[src/rtl/disp_ctrl.sv]
// Display sequencer: runs one int_seg conversion per update request, latches the
// resulting segment frame and scans it onto a shared segment bus with one-hot digit enables.
module disp_ctrl #(
    parameter int SCAN_DIV     = 50000,
    parameter int CONV_TIMEOUT = 64,
    parameter bit BLANK_LZ     = 1'b1
) (
    input  logic        clk,
    input  logic        rst,
    input  logic [13:0] value,
    input  logic        value_err,
    input  logic        update,
    output logic        busy,
    output logic [13:0] conv_num,
    output logic        conv_start,
    output logic        conv_err,
    input  logic [31:0] conv_digits,
    input  logic        conv_done,
    output logic [7:0]  seg,
    output logic [3:0]  an,
    output logic        timeout
);
    localparam int SW = $clog2(SCAN_DIV);
    localparam int WW = $clog2(CONV_TIMEOUT + 1);
    localparam logic [31:0] DASH_FRAME = 32'h40404040;

    typedef enum logic [2:0] {S_IDLE, S_START, S_WAIT, S_LATCH, S_ABORT} state_t;

    state_t         state_q, state_d;
    logic [13:0]    conv_num_q, conv_num_d;
    logic           err_q, err_d;
    logic [13:0]    pend_num_q, pend_num_d;
    logic           pend_err_q, pend_err_d;
    logic           pending_q, pending_d;
    logic [WW-1:0]  wait_cnt_q, wait_cnt_d;
    logic [31:0]    frame_q, frame_d;
    logic           frame_err_q, frame_err_d;
    logic           timeout_q, timeout_d;
    logic [SW-1:0]  scan_cnt_q, scan_cnt_d;
    logic [1:0]     idx_q, idx_d;
    logic           req_err;
    logic [3:0]     blank;

    assign req_err = value_err | (value > 14'd9999);

    always_comb begin
        state_d     = state_q;
        conv_num_d  = conv_num_q;
        err_d       = err_q;
        pend_num_d  = pend_num_q;
        pend_err_d  = pend_err_q;
        pending_d   = pending_q;
        wait_cnt_d  = wait_cnt_q;
        frame_d     = frame_q;
        frame_err_d = frame_err_q;
        timeout_d   = timeout_q;
        case (state_q)
            S_IDLE: begin
                if (update) begin
                    state_d    = S_START;
                    conv_num_d = value;
                    err_d      = req_err;
                end
            end
            S_START: begin
                state_d    = S_WAIT;
                wait_cnt_d = '0;
            end
            S_WAIT: begin
                // Frame is taken on the done sample itself so it shows one cycle later.
                if (conv_done) begin
                    state_d     = S_LATCH;
                    frame_d     = conv_digits;
                    frame_err_d = err_q;
                    timeout_d   = 1'b0;
                end else if (wait_cnt_q == WW'(CONV_TIMEOUT - 1)) begin
                    state_d     = S_ABORT;
                    frame_d     = DASH_FRAME;
                    frame_err_d = 1'b1;
                    timeout_d   = 1'b1;
                end else begin
                    wait_cnt_d = wait_cnt_q + WW'(1);
                end
            end
            S_LATCH, S_ABORT: begin
                // A request arriving now is newer than the buffer, so it wins directly.
                if (update) begin
                    state_d    = S_START;
                    conv_num_d = value;
                    err_d      = req_err;
                    pending_d  = 1'b0;
                end else if (pending_q) begin
                    state_d    = S_START;
                    conv_num_d = pend_num_q;
                    err_d      = pend_err_q;
                    pending_d  = 1'b0;
                end else begin
                    state_d = S_IDLE;
                end
            end
            default: state_d = S_IDLE;
        endcase
        if (update && (state_q == S_START || state_q == S_WAIT)) begin
            pend_num_d = value;
            pend_err_d = req_err;
            pending_d  = 1'b1;
        end
    end

    always_comb begin
        scan_cnt_d = scan_cnt_q + SW'(1);
        idx_d      = idx_q;
        if (scan_cnt_q == SW'(SCAN_DIV - 1)) begin
            scan_cnt_d = '0;
            idx_d      = idx_q + 2'd1;
        end
    end

    always_ff @(posedge clk) begin
        if (rst) begin
            state_q     <= S_IDLE;
            conv_num_q  <= '0;
            err_q       <= 1'b0;
            pend_num_q  <= '0;
            pend_err_q  <= 1'b0;
            pending_q   <= 1'b0;
            wait_cnt_q  <= '0;
            frame_q     <= '0;
            frame_err_q <= 1'b0;
            timeout_q   <= 1'b0;
            scan_cnt_q  <= '0;
            idx_q       <= '0;
        end else begin
            state_q     <= state_d;
            conv_num_q  <= conv_num_d;
            err_q       <= err_d;
            pend_num_q  <= pend_num_d;
            pend_err_q  <= pend_err_d;
            pending_q   <= pending_d;
            wait_cnt_q  <= wait_cnt_d;
            frame_q     <= frame_d;
            frame_err_q <= frame_err_d;
            timeout_q   <= timeout_d;
            scan_cnt_q  <= scan_cnt_d;
            idx_q       <= idx_d;
        end
    end

    // A digit blanks only when it shows zero and everything above it is blank.
    assign blank[3] = BLANK_LZ && !frame_err_q && (frame_q[31:24] == 8'h3F);
    assign blank[0] = 1'b0;
    for (genvar gi = 2; gi >= 1; gi--) begin : g_blank
        assign blank[gi] = blank[gi+1] && (frame_q[8*gi +: 8] == 8'h3F);
    end

    assign seg        = blank[idx_q] ? 8'h00 : frame_q[{idx_q, 3'b000} +: 8];
    assign an         = 4'b0001 << idx_q;
    assign busy       = (state_q != S_IDLE) | pending_q;
    assign conv_num   = conv_num_q;
    assign conv_start = (state_q == S_START);
    assign conv_err   = (state_q == S_START) & err_q;
    assign timeout    = timeout_q;
endmodule

[config.mk]
export PLATFORM = sky130hd
export DESIGN_NAME = disp_ctrl
export DESIGN_NICKNAME = d
export VERILOG_FILES = /design/src/rtl/disp_ctrl.sv
export SDC_FILE = /design/constraint.sdc
export NUM_CORES = 1
export LEC_CHECK = 0
export CAP_MARGIN = 20
export CORE_MARGIN = 5
export CORE_UTILIZATION = 31
export CTS_CLUSTER_SIZE = 25
export DETAILED_ROUTE_END_ITERATION = 16
export PLACE_DENSITY_LB_ADDON = 0.15
export SLEW_MARGIN = 20
export SYNTH_ARGS = -nofsm -noshare
export SYNTH_HDL_FRONTEND = slang
export SYNTH_SLANG_ARGS = --single-unit
[constraint.sdc]
create_clock -name clk -period 6.2 [get_ports clk]
set_clock_uncertainty 0.2 [all_clocks]
set_input_delay 1.24 -clock clk [delete_from_list [all_inputs] [get_ports clk]]
set_output_delay 1.24 -clock clk [all_outputs]
set_load 0.1 [all_outputs]
==> flow_metrics.env <==
export IMPL_outcome="finished, final reports clean"
export IMPL_cts_sinks=93
export IMPL_max_freq_mhz=217
export IMPL_yosysWarnings=0
export IMPL_async_reset_ff_frac=0
export IMPL_cts_root_buffer="clkbuf_16"
export IMPL_swShare=0.302
export IMPL_dp_hpwl_mm=6.90
export IMPL_post_route_min_period_ns=4.62
export IMPL_synth_top_cell_area_share=0.464
export IMPL_drv_slew=0
export IMPL_max_cap_viol_count=0
export IMPL_die_h_um=124
export IMPL_syn_avg_cell_area_um2=9.84
export IMPL_initial_utilization=0.317
export IMPL_holdBufCountCts=0
export IMPL_grt_start_max_net_pins=50
export IMPL_die_x_um=124
export IMPL_htreeDepth=3
export IMPL_p_comb_frac=0.203
export IMPL_layout_drive_gt1_share=0.0747
export IMPL_post_cts_setup_buffers=0
export IMPL_cts_tree="done"
export IMPL_crit_required_ns=4.76
export IMPL_ir_worst_vdd_mv=0.188
export IMPL_end_kind="output pin"
export IMPL_via_count=3159
export IMPL_setup_violations=0
export IMPL_antenna_found_initial=1
export IMPL_relSlewSlack=0.338
export IMPL_grt_usage=0.135
export IMPL_placed_area_um2=4930
export IMPL_worst_slew_pin_slew_ns=0.990
export IMPL_synthTopCellsByCount="93 x dfxtp_1, 72 x nor2_1, 31 x mux2i_1"
export IMPL_ys_seq_area_frac=0.464
export IMPL_core_um2=12700
export IMPL_pin_count=81
export IMPL_path_max_fanout=13
export IMPL_synthTopCellsByArea="dfxtp_1 46%, mux2i_1 7.7%, nor2_1 6.7%, a22o_1 6.1%, mux4_2 4.5%"
export IMPL_syn_inst=408
export IMPL_fin_nets=535
export IMPL_ff2ff_setup_slack_ns=3.81
export IMPL_vias_per_cell=4.83
export IMPL_rsz0062_at_grt="no"
export IMPL_numCtsBuffers=9
export IMPL_power_internal_w=0.00111
export IMPL_overflow=0
export IMPL_wl_per_cell_um=15.0
export IMPL_drt_initial_drc_count=164
export IMPL_synthesis_nets=465
export IMPL_synth_most_common_cell="dfxtp_1"
export IMPL_row_count=41
export IMPL_ys_ff_latch=93
export IMPL_netlist_area_um2=4020
export IMPL_cts_clk_slew_worst_paths_ns=0.07
export IMPL_synth_edf_count=0
export IMPL_p_seq_frac=0.419
export IMPL_dieArea_um2=15300
export IMPL_clock_latency_ns=0.34
export IMPL_hp_class="register to register"
export IMPL_arrival_ns=3.18
export IMPL_drt_wl_total_mm=9.82
export IMPL_cts_resized=0
export IMPL_crit_type="register to output pin"
export IMPL_tns_ns=0
export IMPL_switching_power_w=0.000479
export IMPL_io_buffers=80
export IMPL_first_pass_iters=4
export IMPL_detail_route_antenna_nets=0
export IMPL_start_kind="register"
export IMPL_syn_to_final_growth_pct=31.2
export IMPL_grt_pass1_vias=3267
export IMPL_cellPowerDensity_nw_per_um2=301
export IMPL_ys_types=45
export IMPL_p_clk_frac=0.378
export IMPL_cts_buffer_depth=2
export IMPL_nFillCells=1254
export IMPL_place_gp_congestion=0.743
export IMPL_diodes=0
export IMPL_synth_area_leader_cell="dfxtp_1"
export IMPL_synth_main_ff_cell="dfxtp_1"
export IMPL_min_period_over_period=0.745
export IMPL_hold_viol=0
export IMPL_drc_errors=0
export IMPL_grt_pass1_wl_mm=16.3
export IMPL_p_leak_nw=1.86
export IMPL_fin_area_um2=5270
[path summary, 6_finish.rpt]
path,depth (start not counted),endpoint,start
worst min register to register,2,wait_cnt_q[6],wait_cnt_q[6]
worst max-delay path,4,seg[3],idx_q[0]
worst max register to register,4,pend_num_q[7],state_q[1]
worst min-delay path,2,wait_cnt_q[6],wait_cnt_q[6]
[layer usage]
layer / track usage / part of all wire
met2: 0.211 / 0.46
met5: 0 / 0.0011
met1: 0.179 / 0.47
met4: 0.0332 / 0.010
met3: 0.0486 / 0.060
[per-stage QoR]
stage | setup WS (ns) | power, W | util | hold slack, ns | instances
after detailed placement | 1.93 | 0.00100 | 0.389 | 0.233 | 639
after global placement | 1.99 | 0.000998 | 0.389 | 0.228 | 639
after CTS | 1.55 | 0.00161 | 0.415 | 0.242 | 654
after global routing | 1.35 | 0.00165 | 0.416 | 0.270 | 654
after floorplan | 1.91 | 0.000904 | - | 0.212 | 408
final | 1.58 | 0.00158 | 0.416 | 0.242 | 654
[sequential cells by signal, indices dropped and copies added (netlist names)]
register,cells
pend_num_q,14
err_q,1
scan_cnt_q,16
idx_q,2
timeout,1
conv_num,14
pending_q,1
state_q,3
wait_cnt_q,7
pend_err_q,1
frame_err_q,1
frame_q,32
[critical path, cell delays in order, from the launching register on]
cell             delay, ns
dfxtp_1               0.75
a41oi_1               0.24
nor3_1                0.72
nor2b_1               0.11
clkdlybuf4s50_1       1.00
[power by group through the flow]
stage / combinational (W) / clock (W) / sequential, W
finish: 0.000322 / 0.000598 / 0.000665
detailed placement: 0.000323 / 0 / 0.000677
global route: 0.000344 / 0.000639 / 0.000670
global placement: 0.000321 / 0 / 0.000678
floorplan: 0.000149 / 0 / 0.000755
CTS: 0.000324 / 0.000616 / 0.000665
[cells by family after synthesis]
kind of cell,synth area share
compound gates,0.140
xor+xnor,0.0393
fa+ha+maj,0.0187
buf+inv,0.0374
flops,0.464
mux,0.122
simple gates,0.179
[layout by cell type, fill, tap and decap left out, drive strengths merged, types with 3 or more instances in the layout]
| cell type | instances |
|---|---|
| ha | 6 |
| a211oi | 17 |
| nor2 | 74 |
| nor4 | 4 |
| clkdlybuf4s50 | 79 |
| a21oi | 12 |
| clkbuf | 10 |
| xnor2 | 9 |
| and3 | 5 |
| nand4b | 3 |
| nand2 | 15 |
| a22o | 28 |
| dfxtp | 93 |
| nand3 | 9 |
| nor2b | 8 |
| mux2i | 31 |
| nor3 | 12 |
| inv | 8 |
| mux4 | 8 |
| xor2 | 9 |
| o21ai | 4 |
| nand4 | 9 |
| buf | 3 |
[layout make-up]
cell class / instances / area, µm² / share of cell area
Tap cell: 172 / 215 / 0.0408
Timing Repair Buffer: 82 / 811 / 0.154
Clock buffer: 10 / 239 / 0.0454
Inverter: 8 / 30.0 / 0.00570
Clock inverter: 5 / 85.1 / 0.0161
Sequential cell: 93 / 1860 / 0.353
Multi-Input combinational cell: 284 / 2030 / 0.385
(Power assumes the default switching activity.)
